--- src/rtl/edge_pkg.sv ---
// rtl/edge_pkg.sv - shared types and helpers for the edge threshold stage
// Contents: state_t (frame FSM states), default output levels, is_border().
package edge_pkg;

    typedef enum logic {
        S_FIRST = 1'b0,
        S_BODY  = 1'b1
    } state_t;

    localparam logic [7:0] DEFAULT_HIGH_VAL = 8'hFF;
    localparam logic [7:0] DEFAULT_LOW_VAL  = 8'h00;

    // True for pixels on the outer ring of an h x w image.
    function automatic logic is_border(input int unsigned row, input int unsigned col,
                                       input int unsigned h, input int unsigned w);
        return (row == 0) || (row == h - 1) || (col == 0) || (col == w - 1);
    endfunction

endpackage

--- src/rtl/raster_counter.sv ---
// rtl/raster_counter.sv - row/column position tracker for a raster-order pixel stream
// Ports:
//   clock, reset : clock and synchronous active-high reset
//   adv          : advance one pixel position
//   row, col     : position of the next pixel to be accepted
//   last         : current position is the final pixel of the frame
module raster_counter #(
    parameter int IMG_HEIGHT = 540,
    parameter int IMG_WIDTH  = 720,
    localparam int ROW_W     = $clog2(IMG_HEIGHT),
    localparam int COL_W     = $clog2(IMG_WIDTH)
) (
    input  logic             clock,
    input  logic             reset,
    input  logic             adv,
    output logic [ROW_W-1:0] row,
    output logic [COL_W-1:0] col,
    output logic             last
);

    localparam logic [ROW_W-1:0] ROW_LAST = ROW_W'(IMG_HEIGHT - 1);
    localparam logic [COL_W-1:0] COL_LAST = COL_W'(IMG_WIDTH - 1);

    logic row_end;
    logic col_end;

    assign row_end = (row == ROW_LAST);
    assign col_end = (col == COL_LAST);
    assign last    = row_end & col_end;

    always_ff @(posedge clock) begin
        if (reset) begin
            row <= '0;
            col <= '0;
        end else if (adv) begin
            if (col_end) begin
                col <= '0;
                row <= row_end ? '0 : row + ROW_W'(1);
            end else begin
                col <= col + COL_W'(1);
            end
        end
    end

endmodule

--- src/rtl/edge_threshold.sv ---
// rtl/edge_threshold.sv - binarises Sobel magnitudes against a per-frame threshold
// Ports:
//   clock, reset                 : clock and synchronous active-high reset
//   in_rd_en, in_empty, in_dout  : pop side of the upstream first-word-fall-through FIFO
//   out_wr_en, out_full, out_din : push side of the downstream FIFO
//   threshold                    : edge threshold, captured with each frame's first pixel
//   edge_count                   : edge-pixel count of the last completed frame
//   frame_done                   : one-cycle pulse on the write of a frame's last pixel
module edge_threshold
    import edge_pkg::*;
#(
    parameter int         IMG_HEIGHT  = 540,
    parameter int         IMG_WIDTH   = 720,
    parameter bit         BORDER_ZERO = 1'b1,
    parameter logic [7:0] HIGH_VAL    = DEFAULT_HIGH_VAL,
    parameter logic [7:0] LOW_VAL     = DEFAULT_LOW_VAL,
    parameter int         CNT_W       = $clog2(IMG_HEIGHT * IMG_WIDTH + 1)
) (
    input  logic             clock,
    input  logic             reset,
    output logic             in_rd_en,
    input  logic             in_empty,
    input  logic [7:0]       in_dout,
    output logic             out_wr_en,
    input  logic             out_full,
    output logic [7:0]       out_din,
    input  logic [7:0]       threshold,
    output logic [CNT_W-1:0] edge_count,
    output logic             frame_done
);

    localparam int ROW_W = $clog2(IMG_HEIGHT);
    localparam int COL_W = $clog2(IMG_WIDTH);

    state_t             state;
    state_t             state_nx;
    logic [7:0]         thr;
    logic [7:0]         thr_q;
    logic               valid_q;
    logic               last_q;
    logic [7:0]         pix_q;
    logic [CNT_W-1:0]   run_cnt;
    logic [ROW_W-1:0]   row;
    logic [COL_W-1:0]   col;
    logic               pos_last;
    logic               accept;
    logic               wr_last;
    logic               border;
    logic               high;

    // Strobes are held low during reset so nothing moves while it is asserted.
    assign out_wr_en  = ~reset & valid_q & ~out_full;
    assign in_rd_en   = ~reset & ~in_empty & (~valid_q | ~out_full);
    assign accept     = in_rd_en;
    assign wr_last    = out_wr_en & last_q;
    assign frame_done = wr_last;
    assign out_din    = pix_q;

    raster_counter #(
        .IMG_HEIGHT (IMG_HEIGHT),
        .IMG_WIDTH  (IMG_WIDTH)
    ) u_pos (
        .clock (clock),
        .reset (reset),
        .adv   (accept),
        .row   (row),
        .col   (col),
        .last  (pos_last)
    );

    assign border = BORDER_ZERO && is_border(32'(row), 32'(col), IMG_HEIGHT, IMG_WIDTH);
    assign high   = ~border & (in_dout > thr);

    // The first pixel of a frame uses the live threshold; the rest of the
    // frame uses the copy captured alongside it.
    always_comb begin
        state_nx = state;
        thr      = thr_q;
        if (state == S_FIRST) begin
            thr = threshold;
            if (accept) begin
                state_nx = S_BODY;
            end
        end else begin
            if (accept && pos_last) begin
                state_nx = S_FIRST;
            end
        end
    end

    always_ff @(posedge clock) begin
        if (reset) begin
            state      <= S_FIRST;
            thr_q      <= '0;
            valid_q    <= 1'b0;
            last_q     <= 1'b0;
            pix_q      <= LOW_VAL;
            run_cnt    <= '0;
            edge_count <= '0;
        end else begin
            state <= state_nx;
            if (accept && (state == S_FIRST)) begin
                thr_q <= threshold;
            end

            if (accept) begin
                valid_q <= 1'b1;
                pix_q   <= high ? HIGH_VAL : LOW_VAL;
                last_q  <= pos_last;
            end else if (out_wr_en) begin
                valid_q <= 1'b0;
            end

            // Clear and add in one step so the next frame's first pixel,
            // accepted in the same cycle as the previous frame's last write,
            // is still counted.
            run_cnt <= (wr_last ? '0 : run_cnt) + CNT_W'(accept & high);
            if (wr_last) begin
                edge_count <= run_cnt;
            end
        end
    end

endmodule
--- config.mk ---
export PLATFORM = sky130hd
export DESIGN_NAME = edge_threshold
export DESIGN_NICKNAME = d
export VERILOG_FILES = /design/src/rtl/edge_pkg.sv /design/src/rtl/raster_counter.sv /design/src/rtl/edge_threshold.sv
export SDC_FILE = /design/constraint.sdc
export NUM_CORES = 1
export LEC_CHECK = 0
export ABC_CLOCK_PERIOD_IN_PS = 4800
export CAP_MARGIN = 40
export CORE_MARGIN = 5
export CORE_UTILIZATION = 31
export DETAILED_ROUTE_END_ITERATION = 10
export PLACE_DENSITY_LB_ADDON = 0.05
export SYNTH_ARGS = -nofsm -noshare
export SYNTH_HDL_FRONTEND = slang
export SYNTH_SLANG_ARGS = --single-unit
--- constraint.sdc ---
create_clock -name clock -period 4.8 [get_ports clock]
set_input_delay 0.96 -clock clock [delete_from_list [all_inputs] [get_ports clock]]
set_output_delay 0.96 -clock clock [all_outputs]
set_load 0.02 [all_outputs]
==> results of run 1 <==
## cells by family (layout without fill, tap and decap cells)
kind of cell | after synthesis | in the layout
compound gates | 48 | 48
xor+xnor | 32 | 32
fa+ha+maj | 14 | 14
buf+inv | 34 | 81
flops | 70 | 70
mux | 9 | 9
simple gates | 177 | 177
## path summary, 6_finish.rpt
| kind | start | to | cells after the start |
|---|---|---|---|
| hold / removal | last_q | last_q | 2 |
| setup / recovery | reset | frame_done | 5 |
| hold reg to reg | last_q | last_q | 2 |
| setup reg to reg | state | run_cnt[14] | 13 |
## routing by layer
layer,vias to the layer above,share of wire [%],wire length [um]
met5,-,0,0
met4,0,1.2,91
met3,8,5.4,399
met2,48,40,2950
met1,1163,53,3940
li1,1384,-,-
## worst min-delay path, stage by stage (launching register included)
cell	delay, ns
sky130_fd_sc_hd__dfxtp_1	0.31
sky130_fd_sc_hd__nand2_1	0.05
sky130_fd_sc_hd__a21oi_1	0.05
## layout make-up
cell class | instances | area [sq um]
Fill cell | 1079 | 6260
Tap cell | 136 | 170
Sequential cell | 70 | 1400
Multi-Input combinational cell | 280 | 1740
Clock inverter | 7 | 105
Clock buffer | 9 | 124
Inverter | 12 | 45.0
Timing Repair Buffer | 53 | 520
## power by group
group          internal, mW  total, mW  switching (mW)
logic                0.0424     0.0808          0.0384
registers             0.588      0.597         0.00879
clock network         0.301      0.553           0.252
total                 0.931       1.23           0.299
## layout by cell type, fill, tap and decap left out, drive strengths merged, types with 4 or more instances in the layout
cell           count
nor2              35
xnor2              9
buf                4
nand3             11
inv               15
nor4               4
nand4             15
a21oi             10
nor3              10
dfxtp             70
ha                14
clkbuf             9
and4               4
o21ai             30
mux2i              8
nor2b              4
and3               6
nand2             49
clkdlybuf4s50     49
xor2              23
nand2b            27
## registers in the layout, summed over array words and instances (netlist names)
signal and cells:
valid_q 1, thr_q 8, last_q 1, state 1
edge_count 19, run_cnt 19, out_din 1, u_pos.row 10
u_pos.col 10
## stage by stage
| step | util, % | worst slack (ns) | instance area [sq um] | std cells | hold slack, ns |
|---|---|---|---|---|---|
| after global routing | 39.6 | 0.812 | 4110 | 567 | 0.492 |
| after CTS | 39.6 | 0.959 | 4110 | 567 | 0.458 |
| after detailed placement | 37.4 | 0.719 | 3880 | 551 | 0.447 |
| after floorplan | - | 1.46 | 3310 | 384 | 0.417 |
| after global placement | 37.3 | 0.768 | 3870 | 550 | 0.454 |
| final | 39.6 | 0.956 | 4110 | 567 | 0.458 |
==> metrics.txt, run 1 <==
# TYPE chip_impl_metric gauge
chip_impl_metric{name="synth_largest_type_area_fraction",unit="%"} 42.3
chip_impl_metric{name="yosysSeqAreaShare",unit="%"} 42.3
chip_impl_info{name="critical-path-top-delay-family",value="buffers and inverters"} 1
chip_impl_info{name="startpoint_type",value="primary input"} 1
chip_impl_metric{name="synthCells",unit=""} 384
chip_impl_info{name="run_status",value="completed"} 1
chip_impl_metric{name="drv.max_cap_violation_count",unit=""} 0
chip_impl_metric{name="die-height",unit="um"} 113
chip_impl_info{name="most_frequently_used_cell_type_in_the_post_synthesis_netlist",value="sky130_fd_sc_hd__dfxtp_1"} 1
chip_impl_metric{name="gp_congestion",unit=""} 0.739
chip_impl_info{name="cts_root_buffer",value="sky130_fd_sc_hd__clkbuf_8"} 1
chip_impl_metric{name="core_footprint",unit="sq um"} 10400
chip_impl_metric{name="overflow",unit=""} 0
chip_impl_info{name="path_cells",value="clkdlybuf4s50_1 > nor3b_1 > nand2_1 > inv_1 > clkdlybuf4s50_1"} 1
chip_impl_metric{name="route.detailed.vias_per_inst",unit=""} 4.59
chip_impl_info{name="synthTopCellsByArea",value="sky130_fd_sc_hd__dfxtp_1 42%, sky130_fd_sc_hd__xor2_1 6.1%, sky130_fd_sc_hd__nand2_1 5.6%, sky130_fd_sc_hd__ha_1 5.3%, sky130_fd_sc_hd__nand2b_1 4.9%"} 1
chip_impl_metric{name="antenna_violations_before_repair",unit=""} 0
chip_impl_info{name="largest_family_of_logic_cells_by_synthesized_area",value="simple AND/OR/NAND/NOR gates"} 1
chip_impl_metric{name="yosys_warnings",unit=""} 0
chip_impl_metric{name="grt_pass1_vias",unit=""} 2510
chip_impl_metric{name="ir_worst_vdd",unit="mV"} 0.113
chip_impl_metric{name="simple_logic_cell_fraction_of_the_synthesized_area",unit="%"} 28.1
chip_impl_metric{name="cts.reportedPaths.clkPinSlew",unit="ns"} 0.08
chip_impl_metric{name="p_per_area",unit="nW/um^2"} 300
chip_impl_metric{name="first_pass_iters",unit=""} 4
chip_impl_metric{name="postCtsSetupBuffers",unit=""} 0
chip_impl_metric{name="layout-drive-gt1-share",unit="%"} 7.19
chip_impl_metric{name="die_w",unit="um"} 113
chip_impl_metric{name="met2_usage",unit="%"} 16.3
chip_impl_metric{name="drcViolationCount",unit=""} 0
chip_impl_metric{name="synth_cell_types",unit=""} 43
chip_impl_metric{name="grtUsageTotal",unit="%"} 11.7
chip_impl_metric{name="leakage",unit="nW"} 1.50
chip_impl_metric{name="timing.critical_path.slowest_cell_delay",unit="ns"} 0.61
chip_impl_metric{name="synth.net_count",unit=""} 418
chip_impl_info{name="critical_path_class",value="primary input to output port"} 1
chip_impl_metric{name="ff2ff_setup_slack",unit="ns"} 1.45
chip_impl_metric{name="grtUsageMet3",unit="%"} 3.82
chip_impl_metric{name="finClkSkew",unit="ns"} 0.0183
chip_impl_metric{name="synth-seq-cells",unit=""} 70
chip_impl_metric{name="maximum_number_of_pins_on_one_net_before_global_route_repair",unit=""} 44
chip_impl_metric{name="detailed_placement_wirelength_estimate",unit="um"} 5100
chip_impl_metric{name="area_fraction_in_compound_gates_after_synthesis",unit="%"} 7.97
chip_impl_metric{name="globalRouteMet1Util",unit="%"} 16.7
chip_impl_info{name="synth_top_area_cell",value="sky130_fd_sc_hd__dfxtp_1"} 1
chip_impl_metric{name="slew-limit-headroom",unit="%"} 62.7
chip_impl_metric{name="num_vias",unit=""} 2603
chip_impl_metric{name="timing.critical_path.fanout_max",unit=""} 9
chip_impl_metric{name="num_antenna_cells",unit=""} 0
chip_impl_metric{name="fin_total_pwr",unit="mW"} 1.23
chip_impl_info{name="cts_tree",value="yes"} 1
chip_impl_info{name="critPathSlowestCell",value="sky130_fd_sc_hd__clkdlybuf4s50_1"} 1
chip_impl_metric{name="timing_max_transition_violations_final",unit=""} 0
chip_impl_metric{name="routed_wirelength",unit="um"} 7390
chip_impl_metric{name="post_synth_instance_area",unit="sq um"} 3310
chip_impl_metric{name="max_freq",unit="MHz"} 260
chip_impl_metric{name="max-clock-path-buffers",unit=""} 2
chip_impl_metric{name="muxShareOfSynthArea",unit="%"} 2.76
chip_impl_metric{name="ys_async_sr_fraction",unit="%"} 0
chip_impl_metric{name="setup_violations",unit=""} 0
chip_impl_metric{name="synth_area_in_xor_xnor",unit="%"} 8.46
chip_impl_metric{name="setup_total_negative_slack",unit="ns"} 0
chip_impl_metric{name="cts.repair.resized",unit=""} 0
chip_impl_info{name="grt_setup_unrepaired",value="no"} 1
chip_impl_metric{name="ctsHtreeMaxLevel",unit=""} 3
chip_impl_info{name="endpoint_kind",value="output port"} 1
chip_impl_metric{name="synth_fa_ha_area_share",unit="%"} 5.29
chip_impl_info{name="tightest_hold_check_type",value="flip-flop to flip-flop"} 1
chip_impl_metric{name="initialDrtViolationCount",unit=""} 136
chip_impl_info{name="cpMostUsedCell",value="sky130_fd_sc_hd__clkdlybuf4s50_1"} 1
chip_impl_info{name="synth_commonest_cells",value="70 x sky130_fd_sc_hd__dfxtp_1, 49 x sky130_fd_sc_hd__nand2_1, 31 x sky130_fd_sc_hd__nor2_1"} 1
chip_impl_metric{name="finalHoldViolCount",unit=""} 0
chip_impl_metric{name="portBuffers",unit=""} 49
chip_impl_metric{name="tritoncts_buffer_count",unit=""} 9
chip_impl_metric{name="areaGrowthSynthToFinish",unit="%"} 23.9
chip_impl_metric{name="die-area",unit="sq um"} 12900
chip_impl_metric{name="number_of_clock_sinks_seen_by_cts",unit=""} 70
chip_impl_metric{name="std_cell_rows",unit=""} 37
chip_impl_metric{name="max_slew.worst_pin.slew",unit="ns"} 0.555
chip_impl_metric{name="grt_first_pass_wirelength",unit="um"} 12200
chip_impl_metric{name="critical_path_arrival",unit="ns"} 2.88
chip_impl_metric{name="wl_per_cell",unit="um"} 13.0
chip_impl_metric{name="period_minus_slack",unit="ns"} 3.84
chip_impl_metric{name="cts_hold_buf",unit=""} 0
chip_impl_info{name="grt_most_used_layer",value="met1"} 1
chip_impl_metric{name="floorplan.initialDensity",unit="%"} 31.9
chip_impl_metric{name="critical_path_buf_inv_count",unit=""} 3
chip_impl_metric{name="timing.final.crit_share",unit="%"} 80.1
chip_impl_metric{name="worst_ep_required_time",unit="ns"} 3.84
chip_impl_metric{name="synth-edff-count",unit=""} 0
chip_impl_metric{name="synth.avg_cell_area",unit="sq um"} 8.63
chip_impl_metric{name="clk-insertion-delay-late",unit="ns"} 0.36
chip_impl_metric{name="antenna_left",unit=""} 0
chip_impl_info{name="synth-main-ff-cell",value="sky130_fd_sc_hd__dfxtp_1"} 1
chip_impl_metric{name="boundaryPins",unit=""} 50
chip_impl_metric{name="num-nets-final",unit=""} 460
Note: power is estimated with default switching activity, not from simulation.
==> run 2: changes to the inputs <==
--- a/config.mk
+++ b/config.mk
@@ -5,7 +5,7 @@
 export SDC_FILE = /design/constraint.sdc
 export NUM_CORES = 1
 export LEC_CHECK = 0
-export ABC_CLOCK_PERIOD_IN_PS = 4800
+export ABC_CLOCK_PERIOD_IN_PS = 3200
 export CAP_MARGIN = 40
 export CORE_MARGIN = 5
 export CORE_UTILIZATION = 31
==> constraint.sdc (replaced) <==
create_clock -name clock -period 3.2 [get_ports clock]
set_input_delay 0.64 -clock clock [delete_from_list [all_inputs] [get_ports clock]]
set_output_delay 0.64 -clock clock [all_outputs]
set_load 0.02 [all_outputs]
==> run 2 against run 1 <==
Effect of this change:
- non-clock buffer count grew 20
- utilization increased by 2.0 points
- design area grew 5.1%
- clock power rose by 49%
- routed wire length rose by 0.87%
- clock skew fell by 0.0032 ns
- cell count grew 3.5%
- via count increased by 4.3%
- highest routed layer unchanged
- first-iteration DRC count decreased by 8.8%
- die area is the same
- global-route usage increased by 0.38 points
- setup slack worse by 0.79 ns
==> metrics.txt, run 2 (synthesized netlist as in run 1, its figures left out) <==
# TYPE chip_impl_metric gauge
chip_impl_info{name="critical_path_class",value="primary input to flip-flop"} 1
chip_impl_metric{name="clock_power_share",unit="%"} 44.1
chip_impl_metric{name="tritoncts_buffer_count",unit=""} 9
chip_impl_metric{name="route.detailed.vias_per_inst",unit=""} 4.62
chip_impl_metric{name="num_vias",unit=""} 2714
chip_impl_metric{name="timing.critical_path.slowest_cell_delay",unit="ns"} 0.47
chip_impl_metric{name="layout-drive-gt1-share",unit="%"} 13.3
chip_impl_info{name="critPathSlowestCell",value="sky130_fd_sc_hd__clkdlybuf4s50_1"} 1
chip_impl_info{name="largest_registers",value="edge_count (19), run_cnt (19)"} 1
chip_impl_metric{name="clk-insertion-delay-late",unit="ns"} 0.35
chip_impl_metric{name="maximum_number_of_pins_on_one_net_before_global_route_repair",unit=""} 45
chip_impl_metric{name="finClkSkew",unit="ns"} 0.0151
chip_impl_metric{name="internal_power",unit="mW"} 1.41
chip_impl_metric{name="drv.max_cap_violation_count",unit=""} 0
chip_impl_metric{name="combinationalPowerShare",unit="%"} 8.1
chip_impl_info{name="path_cells",value="clkdlybuf4s50_1 > mux2i_1 > ha_1 > and4_4 > buf_4 > a211oi_2 > nand4_1 > inv_1 > ha_2 > ha_4 > nand2_1 > buf_4 > nor3_1 > nand4_1 > xor2_1 > nor2_1"} 1
chip_impl_metric{name="ir_worst_vdd",unit="mV"} 0.229
chip_impl_info{name="tightest_hold_check_type",value="flip-flop to flip-flop"} 1
chip_impl_metric{name="timing.critical_path.fanout_max",unit=""} 4
chip_impl_metric{name="grt_pass1_vias",unit=""} 2558
chip_impl_metric{name="max_freq",unit="MHz"} 329
chip_impl_metric{name="routed_wirelength",unit="um"} 7450
chip_impl_info{name="layout_commonest_cell",value="sky130_fd_sc_hd__dfxtp_1"} 1
chip_impl_metric{name="initialDrtViolationCount",unit=""} 124
chip_impl_metric{name="timing.final.crit_share",unit="%"} 94.8
chip_impl_metric{name="wl_per_cell",unit="um"} 12.7
chip_impl_metric{name="detailed_placement_wirelength_estimate",unit="um"} 5230
chip_impl_metric{name="multi_input_comb_area",unit="sq um"} 1790
chip_impl_metric{name="die-area",unit="sq um"} 12900
chip_impl_metric{name="boundaryPins",unit=""} 50
chip_impl_metric{name="fin_total_pwr",unit="mW"} 1.86
chip_impl_metric{name="leakage",unit="nW"} 1.65
chip_impl_metric{name="total_of_fill_cells_in_the_finished_design",unit=""} 1082
chip_impl_metric{name="overflow",unit=""} 0
chip_impl_info{name="cts_tree",value="yes"} 1
chip_impl_metric{name="p_seq_share",unit="%"} 47.8
chip_impl_metric{name="finalHoldViolCount",unit=""} 0
chip_impl_metric{name="setup_total_negative_slack",unit="ns"} 0
chip_impl_metric{name="num_antenna_cells",unit=""} 0
chip_impl_info{name="endpoint_kind",value="flip-flop"} 1
chip_impl_metric{name="antenna_violations_before_repair",unit=""} 0
chip_impl_metric{name="areaGrowthSynthToFinish",unit="%"} 30.2
chip_impl_metric{name="critical_path_buf_inv_count",unit=""} 4
chip_impl_metric{name="gp_congestion",unit=""} 0.738
chip_impl_info{name="cts_root_buffer",value="sky130_fd_sc_hd__clkbuf_8"} 1
chip_impl_metric{name="floorplan.initialDensity",unit="%"} 31.9
chip_impl_metric{name="critical_path_arrival",unit="ns"} 3.28
chip_impl_metric{name="regArea",unit="sq um"} 1400
chip_impl_metric{name="max_slew.worst_pin.slew",unit="ns"} 0.564
chip_impl_metric{name="first_pass_iters",unit=""} 4
chip_impl_metric{name="setup_violations",unit=""} 0
chip_impl_metric{name="switchingPower",unit="mW"} 0.452
chip_impl_metric{name="ctsHtreeMaxLevel",unit=""} 3
chip_impl_metric{name="worst_ep_required_time",unit="ns"} 3.45
chip_impl_metric{name="die_w",unit="um"} 113
chip_impl_metric{name="core_footprint",unit="sq um"} 10400
chip_impl_info{name="critical-path-top-delay-family",value="buffers and inverters"} 1
chip_impl_metric{name="period_minus_slack",unit="ns"} 3.04
chip_impl_metric{name="num-nets-final",unit=""} 480
chip_impl_metric{name="grt_first_pass_wirelength",unit="um"} 12600
chip_impl_metric{name="portBuffers",unit=""} 49
chip_impl_metric{name="timing_max_transition_violations_final",unit=""} 0
chip_impl_metric{name="cts_hold_buf",unit=""} 0
chip_impl_metric{name="antenna_left",unit=""} 0
chip_impl_metric{name="number_of_clock_sinks_seen_by_cts",unit=""} 70
chip_impl_metric{name="die-height",unit="um"} 113
chip_impl_info{name="final_cell_mix",value="70 x sky130_fd_sc_hd__dfxtp_1, 49 x sky130_fd_sc_hd__nand2_1, 45 x sky130_fd_sc_hd__clkdlybuf4s50_1, 30 x sky130_fd_sc_hd__nor2_1, 30 x sky130_fd_sc_hd__o21ai_0"} 1
chip_impl_metric{name="max-clock-path-buffers",unit=""} 2
chip_impl_metric{name="cts.reportedPaths.clkPinSlew",unit="ns"} 0.09
chip_impl_metric{name="std_cell_rows",unit=""} 37
chip_impl_metric{name="slew-limit-headroom",unit="%"} 62.1
chip_impl_metric{name="drcViolationCount",unit=""} 0
chip_impl_info{name="run_status",value="completed"} 1
chip_impl_metric{name="power.share.switching",unit="%"} 24.2
chip_impl_metric{name="grtUsageTotal",unit="%"} 12.1
chip_impl_metric{name="p_per_area",unit="nW/um^2"} 432
chip_impl_info{name="startpoint_type",value="primary input"} 1
-- run 2: worst paths after layout --
kind                     start             to  slack [ns]  depth (start not counted)
setup reg to reg         state    run_cnt[18]        0.27                         16
hold / removal      run_cnt[0]  edge_count[0]        0.45                          2
hold reg to reg     run_cnt[0]  edge_count[0]        0.45                          2
setup / recovery  threshold[4]    run_cnt[18]        0.16                         16
-- run 2: power by group through the flow --
stage | Combinational, mW | Sequential [mW] | Clock [mW]
2_1_floorplan | 0.0794 | 0.908 | 0
3_3_place_gp | 0.140 | 0.911 | 0
3_5_place_dp | 0.139 | 0.911 | 0
4_1_cts | 0.140 | 0.891 | 0.847
5_1_grt | 0.171 | 0.892 | 0.893
6_report | 0.152 | 0.891 | 0.822
-- run 2: routing by layer --
metal / GRT usage [%] / wire (um) / vias up
met1: 17.3 / 3940 / 1237
li1: - / - / 1422
met5: 0 / 0 / -
met3: 3.29 / 331 / 13
met2: 17.2 / 3040 / 42
met4: 4.57 / 137 / 0
-- run 2: final cells by class --
class / instances / area share, %
multi-input cells: 280 / 41.4
flip-flops and latches: 70 / 32.5
clock buffers: 9 / 2.87
repair buffers: 73 / 15.8
well taps: 136 / 3.94
inverters: 12 / 1.04
clock inverters: 7 / 2.47
-- run 2: metrics by stage --
step	util [%]	std cells	worst slack [ns]	hold slack [ns]	area, sq um
3_3_place_gp	38.5	567	-0.196	0.432	4000
6_report	41.6	587	0.165	0.449	4310
4_1_cts	40.8	583	0.102	0.451	4230
5_1_grt	41.6	587	-0.00611	0.468	4310
3_5_place_dp	38.5	567	-0.252	0.440	4000
2_1_floorplan	-	384	0.138	0.417	3310
-- run 2: what timing repair did --
item                       4_1_cts  5_1_grt
setup endpoints to repair        0        9
resized for setup                0       15
setup buffers                    0        4
-- run 2: tightest hold or removal path, stage by stage (launching register included) --
cell                      delay [ns]
sky130_fd_sc_hd__dfxtp_1        0.33
sky130_fd_sc_hd__nand2_1        0.05
sky130_fd_sc_hd__o21ai_0        0.05
